$ cat src/rtl/data_mem_ctrl.sv
// Data-memory sequencer: one load/store at a time onto a 1-cycle-latency word SRAM, RMW for SB/SH.
// Define DMEM_MISALIGN_TRAP_EN to trap misaligned half/word accesses instead of forcing alignment.
module data_mem_ctrl #(
  parameter int unsigned ADDR_W = 10
) (
  input  logic              Clk,
  input  logic              Rst_N,
  input  logic              Req_Valid,
  output logic              Req_Ready,
  input  logic              Req_Store,
  input  logic [2:0]        Lw_Sw_OP,
  input  logic [31:0]       Req_Addr,
  input  logic [31:0]       Req_Wdata,
  output logic              Rsp_Valid,
  input  logic              Rsp_Ready,
  output logic [31:0]       Rsp_Rdata,
  output logic              Rsp_Err,
  output logic              Mem_En,
  output logic              Mem_We,
  output logic [ADDR_W-1:0] Mem_Addr,
  output logic [31:0]       Mem_Wdata,
  input  logic [31:0]       Mem_Rdata
);

  typedef enum logic [2:0] {IDLE, RD, WAIT, WR, RSP} state_e;

  state_e              state_q, state_d;
  logic                store_q, store_d;
  logic [2:0]          op_q, op_d;
  logic [ADDR_W-1:0]   addr_q, addr_d;
  logic [1:0]          loc_q, loc_d;
  logic [31:0]         wdata_q, wdata_d;
  logic                err_q, err_d;
  logic [31:0]         word_q, word_d;

  logic                req_legal;
  logic                req_mis;
  logic                req_err;
  logic [1:0]          req_loc;
  logic [7:0]          lane_b;
  logic [15:0]         lane_h;
  logic [31:0]         load_data;
  logic [31:0]         merged;
  logic                unused_addr_hi;

  always_comb begin
    unused_addr_hi = ^Req_Addr[31:ADDR_W+2];
  end

  // Request decode: legality, alignment and the effective byte location.
  always_comb begin
    if (Req_Store) begin
      req_legal = Lw_Sw_OP inside {3'b000, 3'b001, 3'b010};
    end else begin
      req_legal = Lw_Sw_OP inside {3'b000, 3'b001, 3'b010, 3'b100, 3'b101};
    end
    req_mis = ((Lw_Sw_OP[1:0] == 2'b01) && Req_Addr[0]) ||
              ((Lw_Sw_OP[1:0] == 2'b10) && (Req_Addr[1:0] != 2'b00));
    req_loc = Req_Addr[1:0];
`ifdef DMEM_MISALIGN_TRAP_EN
    req_err = !req_legal || req_mis;
`else
    req_err = !req_legal;
    if (Lw_Sw_OP[1:0] == 2'b01) req_loc[0] = 1'b0;
    if (Lw_Sw_OP[1:0] == 2'b10) req_loc    = 2'b00;
`endif
  end

  always_comb begin
    state_d = state_q;
    store_d = store_q;
    op_d    = op_q;
    addr_d  = addr_q;
    loc_d   = loc_q;
    wdata_d = wdata_q;
    err_d   = err_q;
    word_d  = word_q;
    unique case (state_q)
      IDLE: begin
        if (Req_Valid) begin
          store_d = Req_Store;
          op_d    = Lw_Sw_OP;
          addr_d  = Req_Addr[ADDR_W+1:2];
          loc_d   = req_loc;
          wdata_d = Req_Wdata;
          err_d   = req_err;
          if (req_err) begin
            state_d = RSP;
          end else if (Req_Store && (Lw_Sw_OP[1:0] == 2'b10)) begin
            state_d = WR;
          end else begin
            state_d = RD;
          end
        end
      end
      RD:   state_d = WAIT;
      WAIT: begin
        word_d  = Mem_Rdata;
        state_d = store_q ? WR : RSP;
      end
      WR:   state_d = RSP;
      RSP: begin
        if (Rsp_Ready) state_d = IDLE;
      end
      default: state_d = IDLE;
    endcase
  end

  always_comb begin
    unique case (loc_q)
      2'd0:    lane_b = word_q[7:0];
      2'd1:    lane_b = word_q[15:8];
      2'd2:    lane_b = word_q[23:16];
      default: lane_b = word_q[31:24];
    endcase
    lane_h = loc_q[1] ? word_q[31:16] : word_q[15:0];
    unique case (op_q)
      3'b000:  load_data = {{24{lane_b[7]}}, lane_b};
      3'b001:  load_data = {{16{lane_h[15]}}, lane_h};
      3'b010:  load_data = word_q;
      3'b100:  load_data = {24'd0, lane_b};
      3'b101:  load_data = {16'd0, lane_h};
      default: load_data = '0;
    endcase
  end

  // Store word: SW passes the request data; SB/SH splice it into the word read back.
  always_comb begin
    merged = word_q;
    unique case (op_q[1:0])
      2'b00: begin
        unique case (loc_q)
          2'd0:    merged[7:0]   = wdata_q[7:0];
          2'd1:    merged[15:8]  = wdata_q[7:0];
          2'd2:    merged[23:16] = wdata_q[7:0];
          default: merged[31:24] = wdata_q[7:0];
        endcase
      end
      2'b01: begin
        if (loc_q[1]) merged[31:16] = wdata_q[15:0];
        else          merged[15:0]  = wdata_q[15:0];
      end
      default: merged = wdata_q;
    endcase
  end

  always_comb begin
    Req_Ready = (state_q == IDLE);
    Rsp_Valid = (state_q == RSP);
    Rsp_Err   = (state_q == RSP) && err_q;
    Rsp_Rdata = ((state_q == RSP) && !err_q && !store_q) ? load_data : '0;
    Mem_En    = (state_q == RD) || (state_q == WR);
    Mem_We    = (state_q == WR);
    Mem_Addr  = Mem_En ? addr_q : '0;
    Mem_Wdata = (state_q == WR) ? merged : '0;
  end

  always_ff @(posedge Clk or negedge Rst_N) begin
    if (!Rst_N) begin
      state_q <= IDLE;
      store_q <= 1'b0;
      op_q    <= '0;
      addr_q  <= '0;
      loc_q   <= '0;
      wdata_q <= '0;
      err_q   <= 1'b0;
      word_q  <= '0;
    end else begin
      state_q <= state_d;
      store_q <= store_d;
      op_q    <= op_d;
      addr_q  <= addr_d;
      loc_q   <= loc_d;
      wdata_q <= wdata_d;
      err_q   <= err_d;
      word_q  <= word_d;
    end
  end

endmodule

$ cat config.mk
export PLATFORM = sky130hd
export DESIGN_NAME = data_mem_ctrl
export DESIGN_NICKNAME = d
export VERILOG_FILES = /design/src/rtl/data_mem_ctrl.sv
export SDC_FILE = /design/constraint.sdc
export NUM_CORES = 1
export LEC_CHECK = 0
export CAP_MARGIN = 20
export CORE_MARGIN = 2
export CORE_UTILIZATION = 37
export CTS_BUF_LIST = sky130_fd_sc_hd__clkbuf_16
export DETAILED_ROUTE_END_ITERATION = 8
export GPL_ROUTABILITY_DRIVEN = 0
export GPL_TIMING_DRIVEN = 0
export PLACE_DENSITY = 0.68
export SETUP_SLACK_MARGIN = 0.1
export SYNTH_ARGS = -nofsm -noshare
export SYNTH_HDL_FRONTEND = slang
export SYNTH_SLANG_ARGS = --single-unit
$ cat constraint.sdc
create_clock -name Clk -period 2.9 [get_ports Clk]
set_clock_uncertainty 0.1 [all_clocks]
set_input_delay 0.29 -clock Clk [delete_from_list [all_inputs] [get_ports Clk]]
set_output_delay 0.29 -clock Clk [all_outputs]
set_load 0.01 [all_outputs]
==> results.sh, run 1 <==
export IMPL_outcome="complete, no violations"
export IMPL_synth_area_top_cells="dfrtp_1 41%, nand2_1 12%, mux2i_1 9.6%, mux2_2 5.9%, nor2_1 3.5%"
export IMPL_track_usage=0.260
export IMPL_initial_core_util=0.382
export IMPL_synth_cells=604
export IMPL_core_um2=13400
export IMPL_io_pins=183
export IMPL_timing_slew_headroom=0.586
export IMPL_worst_setup_path_type="reg2out"
export IMPL_grt_overflow=0
export IMPL_avgViaCountPerCell=5.45
export IMPL_vdd_drop_max_v=0.000473
export IMPL_dr_total_vias=5307
export IMPL_fin_ws_ns=0.00478
export IMPL_tightest_slew_ns=0.621
export IMPL_crit_arrival_ns=2.51
export IMPL_fin_util=0.563
export IMPL_synth_seq_area_share=0.411
export IMPL_dp_hpwl_mm=13.6
export IMPL_avgSynthCellArea_um2=8.48
export IMPL_post_place_ws_ns=-0.102
export IMPL_clk_pin_slew_ns=0.06
export IMPL_rsz0062_at_grt="yes"
export IMPL_cpMostUsedCell="buf_6"
export IMPL_maxSlewViolCount=0
export IMPL_maxCapViolCount=0
export IMPL_power_density_nw_per_um2=1060
export IMPL_first_global_vias=5401
export IMPL_synth_edf_count=0
export IMPL_fp_dieH_um=122
export IMPL_cts_tree="yes"
export IMPL_drtIter0Drc=582
export IMPL_final_nets=897
export IMPL_fmax_mhz=345
export IMPL_placementRows=42
export IMPL_fin_crit_sh=0.998
export IMPL_clkLatencyLatePin_ns=0.34
export IMPL_period_needed_ns=2.90
export IMPL_grt_pass1_wl_mm=29.4
export IMPL_synth_nets=708
export IMPL_p_leak_nw=3.36
export IMPL_syn_to_final_growth_pct=47.3
export IMPL_htreeDepth=3
export IMPL_ys_flop_type="dfrtp_1"
export IMPL_synth_top_cell_by_area="dfrtp_1"
export IMPL_yosysWarnings=0
export IMPL_synth_top_cells_by_count="165 x nand2_1, 84 x dfrtp_1, 49 x mux2i_1, 48 x nor2_1, 32 x clkbuf_1"
export IMPL_synthArstFlopShare=1.00
export IMPL_layout_drive_gt1_share=0.191
export IMPL_antenna_found_initial=0
export IMPL_worst_path_max_fanout=5
export IMPL_ys_seq_elements=84
export IMPL_hold_violations=0
export IMPL_dieArea_um2=14800
export IMPL_cp_slowest_cell="dfrtp_1"
export IMPL_slowest_delay_ns=0.37
export IMPL_grt_max_degree=71
export IMPL_ant_nets=0
export IMPL_required_ns=2.51
export IMPL_fin_hold_ws_ns=0.248
export IMPL_cts_buffers=9
export IMPL_fin_cells=973
export IMPL_setup_viol=0
export IMPL_path_cells="buf_6 -> or3b_4 -> or3_4 -> buf_6 -> a211o_4 -> buf_6 -> buf_16 -> a21oi_2 -> buf_2"
export IMPL_power_mw=7.97
export IMPL_synth_most_common_cell="nand2_1"
export IMPL_dpl_cell_count=943
export IMPL_die_w_um=122
export IMPL_root_buffer="clkbuf_16"
export IMPL_crit_path_end_kind="primary output"
export IMPL_cts_max_path_buffers=2
export IMPL_cts_sink_count=84
export IMPL_worst_r2r_setup_slack_ns=0.52
export IMPL_hold_path_class="in2async"
export IMPL_cp_start_kind="flip-flop"
export IMPL_finalWirelength_mm=18.6
export IMPL_netlist_area_leader_share=0.411
export IMPL_port_buffers=162
export IMPL_n_antenna_cell=0
export IMPL_netlist_area_um2=5120
export IMPL_wl_per_cell_um=19.1
export IMPL_drc=0
export IMPL_synth_cell_types=39
export IMPL_firstDrtPassIters=8
layer usage:
metal / GRT usage / vias to the layer above / share of wire
li1: - / 2470 / -
met1: 0.340 / 2505 / 0.42
met2: 0.423 / 264 / 0.47
met3: 0.0492 / 68 / 0.075
met4: 0.109 / 0 / 0.040
met5: 0 / - / 0
per-stage QoR:
stage / instance area, µm² / TNS (ns)
final: 7540 / 0
after detailed placement: 6990 / -0.676
after floorplan: 5120 / 0
after CTS: 7440 / 0
after global routing: 7540 / -0.341
after global placement: 6960 / -128.69
placed cells by master, fill, tap and decap left out, drive strengths merged, types with 2 or more instances in the layout:
master and count:
nand2 165, clkdlybuf4s50 114, dfrtp 84, buf 55
mux2i 49, nor2 48, clkbuf 42, a21oi 38
mux2 32, o21ai 20, dlygate4sd2 17, a211oi 15
and2 14, inv 14, a31oi 10, o221ai 9
nand3b 8, a222oi 7, o22ai 7, a221oi 7
nand2b 5, nand3 4, dlymetal6s2s 4, clkdlybuf4s15 3
nor3 3, clkinv 3, or2 2, nor2b 2
and2b 2, or3 2, or3b 2
layout make-up:
type,count,area (µm²)
plain buffers,46,244
clock buffers,9,225
clock inverters,6,62.6
fillers,1225,5860
inverters,13,50.0
multi-input cells,458,2930
flip-flops and latches,84,2100
well taps,176,220
repair buffers,181,1710
kinds of logic after synthesis:
logic type / after synthesis / synth area share
AO/OA/AOI/OAI: 118 / 0.158
flip-flops: 84 / 0.411
multiplexers: 81 / 0.166
buffers and inverters: 62 / 0.0508
AND/OR/NAND/NOR: 259 / 0.214
where the power goes:
group	leakage [nW]	switching, mW	total (mW)	internal (mW)
sequential	1.02	0.861	2.61	1.75
combinational	2.20	2.31	4.22	1.91
clock	0.137	0.481	1.14	0.663
total	3.36	3.65	7.97	4.32
what timing repair did:
| action | in CTS | in global routing |
|---|---|---|
| endpoints found under the setup margin | 64 | 48 |
| buffers inserted | 9 | 7 |
| pin swaps | 1 | 3 |
| gates resized for setup | 147 | 43 |
| gates cloned | 1 | 0 |
| hold endpoints to repair | 14 | 0 |
| hold buffers | 1 | 0 |
worst max-delay path: cells and delay by family, from the launching register on:
kind / cells / cell delay, ns
AOI/OAI and AO/OA: 2 / 0.40
DFF: 1 / 0.37
buffers and inverters: 5 / 0.69
and+or+nand+nor: 2 / 0.70
flip-flops by register name, summed over array words and instances (netlist names):
name,flops
wdata_q,32
op_q,3
store_q,1
err_q,1
word_q,32
state_q,3
addr_q,10
loc_q,2
path summary, 6_finish.rpt:
check | startpoint | endpoint | depth (start not counted)
max in group asynchronous | Rst_N | state_q[2] | 3
max | state_q[1] | Rsp_Rdata[30] | 9
min | Rst_N | word_q[8] | 2
min in group Clk | addr_q[0] | addr_q[0] | 2
min reg2reg | addr_q[0] | addr_q[0] | 2
max reg2reg | state_q[0] | word_q[3] | 6
No activity file was read; power rests on OpenSTA's default activity.
==> run 2: changes to the inputs <==
CTS_BUF_LIST = sky130_fd_sc_hd__clkbuf_8   (was sky130_fd_sc_hd__clkbuf_16)
RECOVER_POWER = 50   (was not set)
==> results.sh, run 2 (same netlist as run 1, synthesis figures left out) <==
export IMPL_outcome="finished with violations"
export IMPL_violations="setup timing"
export IMPL_crit_path_end_kind="primary output"
export IMPL_clk_pin_slew_ns=0.09
export IMPL_multiInputGateArea_um2=3130
export IMPL_path_buf_inv=4
export IMPL_power_mw=8.10
export IMPL_layout_drive_gt1_share=0.231
export IMPL_required_ns=2.51
export IMPL_cp_top_family="simple AND/OR/NAND/NOR gates"
export IMPL_n_antenna_cell=0
export IMPL_worst_r2r_setup_slack_ns=0.52
export IMPL_tightest_slew_ns=0.968
export IMPL_period_needed_ns=2.95
export IMPL_first_global_vias=5442
export IMPL_die_w_um=122
export IMPL_placementRows=42
export IMPL_antenna_found_initial=0
export IMPL_worst_path_max_fanout=5
export IMPL_worst_setup_path_type="reg2out"
export IMPL_core_um2=13400
export IMPL_drc=0
export IMPL_path_cells="buf_6 -> or3b_4 -> or3_4 -> buf_6 -> a211o_4 -> buf_6 -> a21oi_2 -> buf_2"
export IMPL_wl_per_cell_um=19.6
export IMPL_hold_violations=0
export IMPL_maxSlewViolCount=0
export IMPL_io_pins=183
export IMPL_avgViaCountPerCell=5.51
export IMPL_post_place_ws_ns=-0.102
export IMPL_placed_cell_area_um2=6990
export IMPL_top_regs="wdata_q (32), word_q (32), addr_q (10)"
export IMPL_fin_ws_ns=-0.0462
export IMPL_cp_slowest_cell="dfrtp_1"
export IMPL_layout_commonest_cell="nand2_1"
export IMPL_p_leak_nw=3.34
export IMPL_cpMostUsedCell="buf_6"
export IMPL_fin_util=0.573
export IMPL_port_buffers=162
export IMPL_rsz0062_at_grt="yes"
export IMPL_layout_common_cells="162 x nand2_1, 111 x clkdlybuf4s50_1, 81 x dfrtp_1"
export IMPL_setup_viol=16
export IMPL_dp_hpwl_mm=13.6
export IMPL_power_density_nw_per_um2=1050
export IMPL_cts_buffers=9
export IMPL_track_usage=0.261
export IMPL_clkLatencyLatePin_ns=0.37
export IMPL_fp_dieH_um=122
export IMPL_ff_latch_area_um2=2110
export IMPL_dr_total_vias=5366
export IMPL_ant_nets=0
export IMPL_crit_arrival_ns=2.56
export IMPL_fin_hold_ws_ns=0.335
export IMPL_fin_crit_sh=1.02
export IMPL_hold_path_class="in2reg"
export IMPL_vdd_drop_max_v=0.000444
export IMPL_final_nets=898
export IMPL_drtIter0Drc=572
export IMPL_finalWirelength_mm=19.1
export IMPL_fillers=1198
export IMPL_maxCapViolCount=0
export IMPL_final_cell_area_um2=7680
export IMPL_cts_tree="yes"
export IMPL_dieArea_um2=14800
export IMPL_firstDrtPassIters=5
export IMPL_grt_pass1_wl_mm=29.6
export IMPL_initial_core_util=0.382
export IMPL_root_buffer="clkbuf_8"
export IMPL_htreeDepth=3
export IMPL_slowest_delay_ns=0.39
export IMPL_grt_max_degree=71
export IMPL_cts_max_path_buffers=2
export IMPL_cts_sink_count=84
export IMPL_grt_overflow=0
export IMPL_syn_to_final_growth_pct=50.0
export IMPL_cp_start_kind="flip-flop"
export IMPL_timing_slew_headroom=0.355
export IMPL_fmax_mhz=339
-- run 2: cell types whose count changed in the layout (fill, tap and decap cells not counted), sizes merged --
| cell | delta |
|---|---|
| buf | +7 |
| clkbuf | +5 |
| clkdlybuf4s15 | -3 |
| clkdlybuf4s50 | -3 |
| clkinv | -2 |
| dlygate4sd2 | -2 |
| dlygate4sd3 | +1 |
| dlymetal6s2s | -2 |
-- run 2: path summary, 6_finish.rpt --
path                                       to         start  cells past startpoint
worst max-delay path            Rsp_Rdata[30]    state_q[1]                      8
worst min-delay path               wdata_q[2]  Req_Wdata[2]                      3
worst max register to register      word_q[3]    state_q[2]                      5
worst min register to register      addr_q[0]     addr_q[0]                      2
max in group asynchronous          state_q[0]         Rst_N                      3
min in group asynchronous          word_q[13]         Rst_N                      2
-- run 2: power breakdown --
part | switching [mW] | internal, mW
Sequential | 0.889 | 1.75
Clock | 0.447 | 0.447
Combinational | 2.55 | 2.02
-- run 2: worst min-delay path, delay by kind of cell --
| kind | cells | cell delay (ns) |
|---|---|---|
| buffers and inverters | 1 | 0.40 |
| AND/OR/NAND/NOR | 2 | 0.10 |
-- run 2: layout make-up --
cell class | count | area share
clock buffers | 11 | 0.0197
multi-input cells | 458 | 0.407
inverters | 13 | 0.00700
well taps | 176 | 0.0287
clock inverters | 4 | 0.00717
flip-flops and latches | 84 | 0.274
plain buffers | 46 | 0.0331
repair buffers | 182 | 0.223
-- run 2: per-stage QoR --
step	TNS, ns	std cells
detailed placement	-0.676	943
floorplan	0	604
global route	-1.44	974
CTS	-0.203	968
global placement	-128.69	942
finish	-0.350	974
-- run 2: routing by layer --
metal / GRT usage / routed length (µm) / up-vias
met1: 0.343 / 7830 / 2520
met5: 0 / 0 / -
met4: 0.114 / 761 / 0
li1: - / - / 2478
met2: 0.423 / 8960 / 302
met3: 0.0482 / 1590 / 66
-- run 2: what timing repair did --
item	CTS	global route
pin swaps	1	8
hold buffers	1	0
gates resized for setup	165	108
setup buffers	10	9
cloned	1	1
hold endpoints to repair	19	0
setup endpoints to repair	64	56
